$ cat config.mk
export PLATFORM = sky130hd
export DESIGN_NAME = my_alu
export DESIGN_NICKNAME = d
export VERILOG_FILES = /design/src/rtl/my_alu_pkg.sv /design/src/rtl/my_alu_cla_adder.sv /design/src/rtl/my_alu.sv
export SDC_FILE = /design/constraint.sdc
export NUM_CORES = 1
export LEC_CHECK = 0
export ABC_AREA = 0
export BUFFER_PORTS_ARGS = -buffer_cell sky130_fd_sc_hd__buf_2
export CELL_PAD_IN_SITES_DETAIL_PLACEMENT = 1
export CELL_PAD_IN_SITES_GLOBAL_PLACEMENT = 1
export CORE_MARGIN = 4
export CORE_UTILIZATION = 47
export CTS_CLUSTER_SIZE = 16
export DETAILED_ROUTE_END_ITERATION = 12
export PLACE_DENSITY = 0.88
export SLEW_MARGIN = 40
export SYNTH_ARGS = -nofsm -noshare
export SYNTH_HDL_FRONTEND = slang
export SYNTH_SLANG_ARGS = --single-unit
export TNS_END_PERCENT = 5
$ cat constraint.sdc
create_clock -name clk -period 8.2 [get_ports clk]
set_clock_uncertainty 0.05 [all_clocks]
set_input_delay 0.82 -clock clk [delete_from_list [all_inputs] [get_ports clk]]
set_output_delay 0.82 -clock clk [all_outputs]
set_load 0.005 [all_outputs]
$ cat src/rtl/my_alu_pkg.sv
// -----------------------------------------------------------------------------
// my_alu_pkg
// Shared definitions for the my_alu handshaked ALU and its carry-lookahead
// adder: default operand width, opcode encoding and FSM state encoding.
// -----------------------------------------------------------------------------
package my_alu_pkg;

    // Default operand width; results are twice this wide.
    localparam int DEF_N = 8;

    // Opcode encoding as carried in cmd[1:0] of the controller's command word.
    typedef enum logic [1:0] {
        ADD = 2'b00,
        SUB = 2'b01,
        MUL = 2'b10,
        AND = 2'b11
    } op_e;

    // Operation sequencer states.
    typedef enum logic [1:0] {
        IDLE = 2'b00,
        CALC = 2'b01,
        DONE = 2'b10
    } state_e;

endpackage

$ cat src/rtl/my_alu_cla_adder.sv
// -----------------------------------------------------------------------------
// cla_adder
// Purely combinational n-bit carry-lookahead adder. Every carry is formed
// directly from the generate/propagate terms and cin rather than rippling
// through the lower carries.
//
// Ports:
//   a, b  [n-1:0]  addends
//   cin            carry-in
//   sum   [n-1:0]  a + b + cin, modulo 2^n
//   cout           carry out of bit n-1
// -----------------------------------------------------------------------------
module cla_adder #(
    parameter int n = 8
) (
    input  logic [n-1:0] a,
    input  logic [n-1:0] b,
    input  logic         cin,
    output logic [n-1:0] sum,
    output logic         cout
);

    logic [n-1:0] g;
    logic [n-1:0] p;
    logic [n:0]   c;

    assign g = a & b;
    assign p = a ^ b;

    // c[i+1] = g[i] | p[i]g[i-1] | p[i]p[i-1]g[i-2] | ... | p[i..0]cin
    always_comb begin
        logic carry;
        logic term_p;
        c     = '0;
        c[0]  = cin;
        carry = 1'b0;
        term_p = 1'b0;
        for (int i = 0; i < n; i++) begin
            carry  = g[i];
            term_p = p[i];
            for (int j = i - 1; j >= 0; j--) begin
                carry  = carry | (term_p & g[j]);
                term_p = term_p & p[j];
            end
            c[i+1] = carry | (term_p & cin);
        end
    end

    assign sum  = p ^ c[n-1:0];
    assign cout = c[n];

endmodule

$ cat src/rtl/my_alu.sv
// -----------------------------------------------------------------------------
// my_alu
// Handshaked multi-cycle unsigned ALU: ADD (with carry-in), SUB, MUL
// (N-step shift-add) and bitwise AND. One shared 2N-bit carry-lookahead adder
// serves ADD, SUB and every MUL accumulate step through an input mux.
// Operands are latched when a request is accepted in IDLE, so input changes
// during CALC/DONE have no effect.
//
// Optional build macro: MY_ALU_BUSY_OUT_EN adds a registered busy output that
// is high whenever the sequencer is not in IDLE.
//
// Ports:
//   clk      rising-edge clock
//   rst      synchronous active-high reset, aborts any operation in flight
//   req      operation request, only sampled in IDLE
//   cin      carry-in, used by ADD only
//   op1, op2 [N-1:0] unsigned operands
//   cmd      [1:0] opcode (00 ADD, 01 SUB, 10 MUL, 11 AND)
//   busy     (MY_ALU_BUSY_OUT_EN only) high while an operation is in progress
//   alu_out  [2N-1:0] registered result, held until the next result
//   ack      one-cycle registered completion pulse
// -----------------------------------------------------------------------------
module my_alu
    import my_alu_pkg::*;
#(
    parameter int N = DEF_N
) (
    input  logic           clk,
    input  logic           rst,
    input  logic           req,
    input  logic           cin,
    input  logic [N-1:0]   op1,
    input  logic [N-1:0]   op2,
    input  logic [1:0]     cmd,
`ifdef MY_ALU_BUSY_OUT_EN
    output logic           busy,
`endif
    output logic [2*N-1:0] alu_out,
    output logic           ack
);

    localparam int SW = (N > 1) ? $clog2(N) : 1;

    state_e         state_q,   state_d;
    logic [N-1:0]   op1_q,     op1_d;
    logic [N-1:0]   op2_q,     op2_d;     // doubles as the shifting multiplier
    logic [1:0]     cmd_q,     cmd_d;
    logic           cin_q,     cin_d;
    logic [2*N-1:0] acc_q,     acc_d;
    logic [SW-1:0]  step_q,    step_d;
    logic [2*N-1:0] alu_out_q, alu_out_d;
    logic           ack_q,     ack_d;
`ifdef MY_ALU_BUSY_OUT_EN
    logic           busy_q,    busy_d;
`endif

    // Shared adder operands and result.
    logic [2*N-1:0] add_a;
    logic [2*N-1:0] add_b;
    logic           add_cin;
    logic [2*N-1:0] add_sum;
    logic           add_cout_unused;   // 2N-bit sums never overflow here

    logic [2*N-1:0] mcand_shifted;
    logic [2*N-1:0] single_result;

    assign mcand_shifted = {{N{1'b0}}, op1_q} << step_q;

    // Adder input mux: the latched opcode selects which operation owns it.
    always_comb begin
        add_a   = '0;
        add_b   = '0;
        add_cin = 1'b0;
        case (cmd_q)
            ADD: begin
                add_a   = {{N{1'b0}}, op1_q};
                add_b   = {{N{1'b0}}, op2_q};
                add_cin = cin_q;
            end
            SUB: begin
                // Two's-complement subtract; bit N of the sum is the
                // no-borrow flag because ~op2 is only N bits wide.
                add_a   = {{N{1'b0}}, op1_q};
                add_b   = {{N{1'b0}}, ~op2_q};
                add_cin = 1'b1;
            end
            MUL: begin
                add_a   = acc_q;
                add_b   = op2_q[0] ? mcand_shifted : '0;
                add_cin = 1'b0;
            end
            default: begin
                add_a   = '0;
                add_b   = '0;
                add_cin = 1'b0;
            end
        endcase
    end

    cla_adder #(
        .n   (2 * N)
    ) u_cla (
        .a   (add_a),
        .b   (add_b),
        .cin (add_cin),
        .sum (add_sum),
        .cout(add_cout_unused)
    );

    // Result of the single-cycle operations.
    always_comb begin
        single_result = '0;
        case (cmd_q)
            ADD:     single_result = add_sum;
            SUB:     single_result = {{(N-1){1'b0}}, add_sum[N:0]};
            AND:     single_result = {{N{1'b0}}, op1_q & op2_q};
            default: single_result = '0;
        endcase
    end

    // Sequencer next-state and datapath updates.
    always_comb begin
        state_d   = state_q;
        op1_d     = op1_q;
        op2_d     = op2_q;
        cmd_d     = cmd_q;
        cin_d     = cin_q;
        acc_d     = acc_q;
        step_d    = step_q;
        alu_out_d = alu_out_q;
        ack_d     = 1'b0;

        case (state_q)
            IDLE: begin
                if (req) begin
                    op1_d   = op1;
                    op2_d   = op2;
                    cmd_d   = cmd;
                    cin_d   = cin;
                    acc_d   = '0;
                    step_d  = '0;
                    state_d = CALC;
                end
            end
            CALC: begin
                if (cmd_q == MUL) begin
                    acc_d  = add_sum;
                    op2_d  = op2_q >> 1;
                    step_d = step_q + SW'(1);
                    // The final partial product is folded straight into the
                    // result so the product is ready on the N-th step.
                    if (step_q == SW'(N - 1)) begin
                        alu_out_d = add_sum;
                        ack_d     = 1'b1;
                        state_d   = DONE;
                    end
                end else begin
                    alu_out_d = single_result;
                    ack_d     = 1'b1;
                    state_d   = DONE;
                end
            end
            DONE: begin
                // No capture from DONE: a held req is taken on the next IDLE.
                state_d = IDLE;
            end
            default: begin
                state_d = IDLE;
            end
        endcase
    end

`ifdef MY_ALU_BUSY_OUT_EN
    assign busy_d = (state_d != IDLE);
`endif

    always_ff @(posedge clk) begin
        if (rst) begin
            state_q   <= IDLE;
            op1_q     <= '0;
            op2_q     <= '0;
            cmd_q     <= '0;
            cin_q     <= 1'b0;
            acc_q     <= '0;
            step_q    <= '0;
            alu_out_q <= '0;
            ack_q     <= 1'b0;
        end else begin
            state_q   <= state_d;
            op1_q     <= op1_d;
            op2_q     <= op2_d;
            cmd_q     <= cmd_d;
            cin_q     <= cin_d;
            acc_q     <= acc_d;
            step_q    <= step_d;
            alu_out_q <= alu_out_d;
            ack_q     <= ack_d;
        end
    end

`ifdef MY_ALU_BUSY_OUT_EN
    always_ff @(posedge clk) begin
        if (rst) begin
            busy_q <= 1'b0;
        end else begin
            busy_q <= busy_d;
        end
    end

    assign busy = busy_q;
`endif

    assign alu_out = alu_out_q;
    assign ack     = ack_q;

endmodule

; Word-level counts from Yosys, hierarchy flattened
; Cells that the tools add are included.
[word_totals]
register_bits = 57
in_bits = 22
out_inout_bits = 17
[op_classes]
addsub = 1
n_eq_ne = 9
n_shift = 1
n_mux = 22
n_bitwise = 351
reduce_logical = 9
[op_table]
columns = cell, count
row1 = $and A1 B1 Y1, 225
row2 = $or A1 B1 Y1, 120
row3 = $pmux W16 S3, 2
row4 = $mux W16, 5
row5 = $pmux W16 S2, 2
row6 = $xor A16 B16 Y16, 2
row7 = $mux W8, 2
row8 = $pmux W8 S2, 1
row9 = $shl A8 B3 Y16, 1
row10 = $and A15 B15 Y15, 1
row11 = $and A8 B8 Y8, 1
row12 = $not A8 Y8, 1
row13 = $mux W2, 3
row14 = $mux W3, 2
row15 = $pmux W3 S2, 1
row16 = $reduce_and A2 Y1, 3
row17 = $eq A2 B1 Y1 const B, 2
row18 = $eq A2 B2 Y1 const B, 2
row19 = $logic_not A2 Y1, 2
row20 = $ne A2 B2 Y1 const B, 2
row21 = $pmux W2 S2, 1
row22 = $reduce_or A2 Y1, 2
row23 = $add A3 B1 Y3 const B, 1
row24 = $eq A3 B3 Y1 const B, 1
row25 = 7 further kinds, 8

; Depth between registers and ports, before layout
; Gate-level depths: netlist (run 1).
[depth]
ltp_word = 23
mapped_depth = 14
depth_no_buf = 13

; Hierarchy
; A second synthesis (run 1) with hierarchy kept.
[unflattened]
cells_unflattened = 452
hier_area_um2 = 3599.7
[modules_own_cells]
columns = module, n_inst, cells_each, area_each_um2, seq_area_each_um2
row1 = my_alu, 1, 368, 2924.1, 1141.1
row2 = cla_adder, 1, 84, 675.6, 0.0

; Worst setup path after synthesis (run 1)
; OpenSTA, ideal clock, no wires.
[synth_path]
path_type = reg2reg
from = reg cmd_q[1]
to = reg acc_q[15]
setup_ps = 74
arrival_ps = 3345
setup_slack_ps = 4731
path_stages_with_launch = 14
synth_period_minus_slack_ps = 3469
cell_sequence = dfxtp_1 buf_2 nor2b_1 nand2_1 or2_2 clkbuf_1 o32ai_1 ha_1 a21o_1 a221oi_4 a21oi_2 o41a_1 or3_1 a31oi_1
[synth_between]
elab_chain_cells = 23
[synth_rtl]
columns = element, line_no
row1 = start: declaration, my_alu.sv:47  ; logic [1:0] cmd_q, cmd_d;
row2 = start signal: assignment, my_alu.sv:192  ; cmd_q <= cmd_d;
row3 = $eq A2 B1 Y1 / $logic_not A2 Y1 (equally long branches), my_alu.sv:74  ; case (cmd_q)
row4 = $reduce_or A2 Y1 (no source line), n/a
row5 = $pmux W16 S2, my_alu.sv:74
row6 = $xor A16 B16 Y16 / $and A15 B15 Y15 (equally long branches), "my_alu_cla_adder.sv:28, my_alu_cla_adder.sv:27"
row7 = $and A1 B1 Y1 (on tied branches), "my_alu_cla_adder.sv:42, my_alu_cla_adder.sv:43"
row8 = $or A1 B1 Y1 (tied with other cells) (13 in series), my_alu_cla_adder.sv:42  ; carry = carry | (term_p & g[j]);
row9 = $or A1 B1 Y1 / $and A1 B1 Y1 (equally long branches), "my_alu_cla_adder.sv:42, my_alu_cla_adder.sv:45"
row10 = $or A1 B1 Y1, my_alu_cla_adder.sv:45  ; c[i+1] = carry | (term_p & cin);
row11 = $xor A16 B16 Y16, my_alu_cla_adder.sv:49  ; assign sum = p ^ c[n-1:0];
row12 = $mux W16, my_alu.sv:146  ; if (cmd_q == MUL) begin
row13 = $pmux W16 S2, my_alu.sv:133  ; case (state_q)
row14 = end signal: assignment, my_alu.sv:184  ; acc_q <= '0;
row15 = end signal: assignment, my_alu.sv:194  ; acc_q <= acc_d;
row16 = end: declaration, my_alu.sv:49  ; logic [2*N-1:0] acc_q, acc_d;
; Several ways; a longest one is shown, not always the timed one. The select of a mux whose other input is x is not followed.
; A chain may end at the register's enable or synchronous reset.

; Final worst setup path (run 1)
; Same ends and word-level chain as after synthesis.

==> results.tsv, run 1 <==
stage	metric	value	unit
sta	Final Hold Viols	0	
die	row cnt	31	
sta	Slew Limit Fails	0	
die	# IOs	39	
global_routing	grt total ovfl	0	
worst_setup_path	CP Launch Type	flop	
global_routing	Global Route Usage Sum	28.90	%
sta	worst relative slew slack	43.68	%
routing	Detail Route Antenna Nets	0	
cts	CTS Buffer Depth	2	
logic_synthesis	warnings from Yosys	0	
routing	drt wl/cell	21.19	µm
die	Initial Util	48.52	%
global_routing	initial antenna violation count	0	
cts	total clock sinks	57	
job	max_cap viols	0	
cts	CTS Buf Count	9	
cts	Post-CTS Setup Repair Bufs	0	
logic_synthesis	Cell Area, Synth	3538	µm²
logic_synthesis	area share of and/or/nand/nor cells after synthesis	22.81	%
sta	fmax	245.1	MHz
cts	Hold Buf Count CTS	0	
logic_synthesis	share of the synthesized area in the top cell type	32.25	%
worst_hold_path	Min-Delay Path Class	reg -> reg	
sta	slew at the pin with the worst max-slew slack	841.7	ps
routing	vias per cell	6.334	
worst_setup_path	reg-to-reg slack, setup	4120	ps
logic_synthesis	count leader, synth	nand2_1	
worst_setup_path	FF-to-FF End	acc_q[15]	
status	status	complete, no violations	
sta	worst hold slack	412.9	ps
worst_setup_path	CP Max Fanout	28	
global_routing	first-pass GRT wire length	19820	µm
sta	final setup vio count	0	
routing	Total Routed Length	12290	µm
sta	fin crit share	49.75	%
logic_synthesis	most common library cells after synthesis	71 x nand2_1, 57 x dfxtp_1, 40 x nor2_1	
final_layout	Layout Utilization	54.38	%
worst_setup_path	biggest cell delay along the critical path	640	ps
logic_synthesis	Yosys top cell by area	dfxtp_1	
final_layout	final net count	516	
logic_synthesis	EDFF count, synth	0	
logic_synthesis	syn nets	489	
logic_synthesis	ys async rst share	0	%
final_layout	Syn-to-layout area delta	12.06	%
routing	DRT Pass-1 Iters	5	
logic_synthesis	synthesized area per cell	7.881	µm²
worst_setup_path	CP Class	reg -> reg	
worst_setup_path	FF-to-FF Start	cmd_q[1]	
routing	DR iter-0 viols	269	
worst_setup_path	Worst path top cell family by delay	compound AO/OA/AOI/OAI gates	
logic_synthesis	compound-cell area share of the yosys netlist	27.26	%
logic_synthesis	Synth area leaders	dfxtp_1 32%, nand2_1 7.5%, ha_1 6.0%, nor2_1 4.2%, o21ai_0 3.7%	
die	Core ar.	7292	µm²
logic_synthesis	count of state elements after synthesis	57	
cts	PostCTS Resize Cnt	0	
placement	Placer Congestion	0.9105	
sta	TNS Setup	0	ps
worst_setup_path	Buf/Inv on CP	0	
die	Die ar.	8980	µm²
logic_synthesis	Main synth FF type	dfxtp_1	
worst_setup_path	nature of the critical path endpoint	flop	
cts	clock root buffer	clkbuf_8	
die	die width	94.77	µm
routing	number of remaining DRC errors	0	
power_and_ir_drop	overall power	0.6782	mW
cts	H-tree depth	3	
cts	TritonCTS clock tree	built	
logic_synthesis	mux cell area share after synthesis	2.016	%
routing	via count of the routed design	3674	
final_layout	n_diodes	0	
final_layout	share of layout cells above drive strength 1	15.59	%
die	Chip Height	94.77	µm
sta	RSZ-0062 raised after global routing	false	
worst_setup_path	CP Cell Sequence	nor2b_1, nand2_1, or2_2, o32ai_1, ha_1, a21o_1, a221oi_4, a21oi_2, o41a_1, or3_1, a31oi_1	
logic_synthesis	Synth Area in Adders	6.577	%
worst_setup_path	Worst setup startpoint	cmd_q[1]	
worst_setup_path	worst endpoint required time	8420	ps
global_routing	vias in the first global route	3768	
worst_setup_path	slowest CP cell	dfxtp_2	
placement	hpwl dp	8668	µm
cts	Skew-Pair Late Insertion Delay	350	ps
power_and_ir_drop	total leakage power	1.632	nW
sta	post-layout minimum cycle time	4079	ps
worst_hold_path	hold path cells	1	
worst_setup_path	crit path DAT	4300	ps
cts	Clock transition at path regs	70	ps
worst_setup_path	CP endpoint	acc_q[15]	
global_routing	largest net degree at the start of global routing	50	
logic_synthesis	Post-Synth XOR/XNOR Area	4.455	%
logic_synthesis	sequential share of the synthesized area	32.25	%
logic_synthesis	Synth cell types	66	
placement	IO buf count	38	
logic_synthesis	Syn Inst Count	449	
logic_synthesis	largest family of logic cells by synthesized area	compound AO/OA/AOI/OAI gates	
worst_setup_path	worst reg2reg path depth	11	
power_and_ir_drop	VDD IR max	113.4	µV
power_and_ir_drop	Power Density	171.0	nW/µm²
worst_setup_path	CP Depth	11	
-- kinds of logic after synthesis --
kind of cell | after synthesis
simple gates | 172
compound gates | 134
flops | 57
buf+inv | 43
xor+xnor | 18
fa+ha+maj | 18
mux | 7
-- per-stage QoR --
stage,worst slack [ps],cell area (µm²),instances
3_3_place_gp,4193,3786,564
2_1_floorplan,4731,3538,449
6_report,4121,3965,580
4_1_cts,3908,3961,580
3_5_place_dp,4023,3789,564
5_1_grt,3831,3965,580
-- cell type report --
cell class	count	area, µm²
clock buffer	11	141.4
timing repair buffer	43	230.2
inverter	16	60.06
sequential	57	1142
tap	99	123.9
fill	946	3327
multi-input combinational	349	2236
clock inverter	5	31.28
-- placed cells by master, fill, tap and decap left out, types with 2 or more instances in the layout --
cell type / instances
and4_1: 3
o21a_1: 4
inv_1: 16
or4_1: 3
a21oi_2: 2
buf_2: 37
clkbuf_8: 10
nand2_1: 71
ha_1: 17
a21o_1: 8
nor2_1: 39
nand3b_1: 4
xor2_1: 6
clkinv_2: 3
a21oi_1: 25
nand4_1: 3
xnor2_1: 12
a221o_1: 2
or3_1: 4
mux2i_1: 6
o221ai_1: 3
or2_2: 2
o21ai_0: 26
nand3_1: 16
nor2b_1: 2
nand2b_1: 4
dfxtp_1: 56
a22oi_1: 9
a311oi_1: 12
o21ai_1: 2
a22o_1: 8
a32o_1: 2
a31oi_1: 5
and3_1: 4
a32oi_1: 2
buf_4: 6
o22ai_1: 5
and2_1: 8
-- where the power goes --
part / internal [mW] / switching (mW)
sequential: 0.289 / 0.0162
clock: 0.117 / 0.121
combinational: 0.0467 / 0.0888
-- state kept, by name, indices dropped and copies added, names as in the netlist --
name	flops
acc_q	16
ack	1
alu_out	16
cin_q	1
cmd_q	2
op1_q	8
op2_q	8
state_q	2
step_q	3
-- worst min path at each step --
stage                    start         end  slack [ps]
finish               acc_q[11]   acc_q[11]         410
global route         acc_q[11]   acc_q[11]         420
CTS                  acc_q[11]   acc_q[11]         410
detailed placement   acc_q[11]   acc_q[11]         400
global placement    alu_out[8]  alu_out[8]         390
floorplan             acc_q[7]    acc_q[7]         380
-- metal layers --
metal,vias to the layer above,share of wire [%],global-route usage [%]
met5,-,0,0
met4,0,2.9,12.02
met3,34,6.3,5.339
met2,149,47,47.03
met1,1798,44,37.46
li1,1693,-,-
(Power assumes the default switching activity.)
==> run 2: changes to the inputs <==
Settings changed: ABC_AREA 0 to 1, CORE_UTILIZATION 47 to 38, PLACE_DENSITY 0.88 to 0.8.
Clock period 8.2 ns to 3.26 ns, I/O delays scaled along.
==> run 2 against run 1 <==
  * Synthesized area up 8.7%
  * Worst setup slack worse by 3800 ps
  * Critical path depth up 7
  * Flip-flop and latch count unchanged
  * Utilization down 10 points
  * Register-to-register slack worse by 3800 ps
  * Worst hold slack worse by 250 ps
  * Critical endpoint unchanged
  * Sequential share of layout area down 2.3 points
  * Highest routed layer unchanged
==> results.tsv, run 2 <==
stage	metric	value	unit
status	status	complete, no violations	
logic_synthesis	Yosys top cell by area	dfxtp_1	
final_layout	total of fill cells in the finished design	1411	
cts	TritonCTS clock tree	built	
sta	worst relative slew slack	55.12	%
logic_synthesis	Cell Area, Synth	3845	µm²
global_routing	initial antenna violation count	0	
worst_setup_path	biggest cell delay along the critical path	400	ps
cts	Skew-Pair Late Insertion Delay	350	ps
cts	clock root buffer	clkbuf_8	
logic_synthesis	share of the synthesized area in the top cell type	29.68	%
sta	final setup vio count	0	
final_layout	fin area	4322	µm²
worst_setup_path	most frequent CP cell	nand2_1	
routing	Detail Route Antenna Nets	0	
routing	drt wl/cell	18.19	µm
global_routing	largest net degree at the start of global routing	37	
worst_setup_path	crit path DAT	3180	ps
worst_setup_path	CP Cell Sequence	inv_4, nor2_2, inv_2, nor3_4, inv_1, nor2_1, ha_1, nand2_1, nor2_1, nand2_1, nand3_1, nor2_1, nand2_1, nand2_1, nand2_1, nand2_1, nand3_1, a21oi_1	
worst_setup_path	slowest CP cell	dfxtp_1	
logic_synthesis	warnings from Yosys	0	
logic_synthesis	ys async rst share	0	%
final_layout	share of layout cells above drive strength 1	14.33	%
placement	hpwl dp	10870	µm
worst_setup_path	nature of the critical path endpoint	flop	
die	Core ar.	9819	µm²
die	Initial Util	39.16	%
logic_synthesis	count of state elements after synthesis	57	
routing	via count of the routed design	4325	
power_and_ir_drop	total leakage power	1.914	nW
routing	DRT Pass-1 Iters	5	
global_routing	Global Route Usage Sum	25.86	%
die	Chip Height	108.6	µm
logic_synthesis	EDFF count, synth	0	
final_layout	n_diodes	0	
sta	post-layout minimum cycle time	2959	ps
sta	Slew Limit Fails	0	
logic_synthesis	sequential share of the synthesized area	29.68	%
sta	Final Hold Viols	0	
logic_synthesis	Synth area leaders	dfxtp_1 30%, nand2_1 16%, a21oi_1 7.7%, nand3_1 7.2%, o21ai_0 6.0%	
logic_synthesis	synthesized area per cell	6.398	µm²
final_layout	commonest non-fill, non-tap cell in the layout	nand2_1	
power_and_ir_drop	VDD IR max	241.8	µV
worst_setup_path	CP Class	reg -> reg	
routing	DR iter-0 viols	275	
placement	Placer Congestion	0.9333	
final_layout	most frequent cells in the layout	161 x nand2_1, 59 x a21oi_1, 56 x dfxtp_1	
logic_synthesis	Syn Inst Count	601	
cts	total clock sinks	57	
global_routing	vias in the first global route	4419	
die	# IOs	39	
die	row cnt	36	
global_routing	first-pass GRT wire length	23270	µm
logic_synthesis	Synth cell types	44	
job	max_cap viols	0	
logic_synthesis	count leader, synth	nand2_1	
sta	fmax	337.9	MHz
global_routing	grt total ovfl	0	
sta	RSZ-0062 raised after global routing	false	
worst_hold_path	Min-Delay Path Class	in -> reg	
routing	number of remaining DRC errors	0	
sta	TNS Setup	0	ps
cts	Clock transition at path regs	70	ps
final_layout	final net count	677	
worst_setup_path	CP Max Fanout	7	
placement	Placed Area	4146	µm²
power_and_ir_drop	Power Density	424.8	nW/µm²
routing	vias per cell	5.581	
worst_setup_path	CP Launch Type	flop	
die	Die ar.	11790	µm²
placement	IO buf count	38	
cts	CTS Buffer Depth	2	
logic_synthesis	syn nets	641	
final_layout	Syn-to-layout area delta	12.40	%
power_and_ir_drop	overall power	1.836	mW
cts	Post-CTS Setup Repair Bufs	0	
routing	Total Routed Length	14100	µm
sta	fin crit share	90.78	%
logic_synthesis	most common library cells after synthesis	161 x nand2_1, 59 x a21oi_1, 57 x dfxtp_1	
cts	CTS Buf Count	9	
die	die width	108.6	µm
cts	H-tree depth	3	
logic_synthesis	Main synth FF type	dfxtp_1	
worst_setup_path	worst endpoint required time	3490	ps
sta	slew at the pin with the worst max-slew slack	670.7	ps
-- run 2: logic make-up after synthesis --
| group | synth area share [%] |
|---|---|
| adder cells (fa/ha/maj) | 6.053 |
| buffers and inverters | 9.502 |
| multiplexers | 0.5207 |
| AO/OA/AOI/OAI | 18.91 |
| flip-flops | 29.68 |
| AND/OR/NAND/NOR | 34.88 |
| XOR/XNOR | 0.4557 |
-- run 2: worst max-delay path, delay by kind of cell, from the launching register on --
kind	cells	cell delay [ps]
AO/OA/AOI/OAI	1	140
adder cells (fa/ha/maj)	1	350
buffers and inverters	3	340
flip-flops	1	400
AND/OR/NAND/NOR	13	1610
-- run 2: area by class of cell --
class                           instances  area, µm²  share of cell area [%]
Clock buffer                           10      127.6                   2.953
Clock inverter                          6      35.03                  0.8107
Inverter                               60      227.7                   5.269
Multi-Input combinational cell        460       2347                   54.31
Sequential cell                        57       1145                   26.49
Tap cell                              133      166.4                   3.851
Timing Repair Buffer                   49      272.8                   6.312
-- run 2: where the power goes --
part	total (mW)	switching, mW	leakage [nW]	internal (mW)
Clock	0.582	0.312	0.0818	0.270
Sequential	0.768	0.0354	0.466	0.732
Combinational	0.486	0.335	1.37	0.151
-- run 2: what timing repair did --
item | 4_1_cts | 5_1_grt
setup endpoints to repair | 0 | 17
hold buffers | 0 | 0
resized for setup | 0 | 4
-- run 2: final timing paths --
| kind | start | endpoint | slack [ps] | cells past startpoint |
|---|---|---|---|---|
| max | cmd_q[1] | acc_q[15] | 300 | 18 |
| min | op1[7] | op1_q[7] | 160 | 3 |
| max reg2reg | cmd_q[1] | acc_q[15] | 300 | 18 |
| min reg2reg | acc_q[1] | acc_q[1] | 420 | 2 |
-- run 2: layer usage --
layer	vias to the layer above	GRT usage [%]	routed length (µm)
met1	2087	33.93	6343
li1	2071	-	-
met3	42	3.940	594
met5	-	0	0
met4	0	13.26	544
met2	125	41.04	6612
-- run 2: through the flow --
step / util [%] / worst slack, ps / hold WS, ps / instances
2_1_floorplan: - / 634.4 / 390.1 / 601
5_1_grt: 44.01 / 10.47 / 157.5 / 775
3_5_place_dp: 42.23 / 98.89 / 406.5 / 759
6_report: 44.01 / 300.5 / 163.1 / 775
3_3_place_gp: 42.23 / 341.3 / 399.8 / 759
4_1_cts: 43.88 / 92.90 / 150.0 / 775
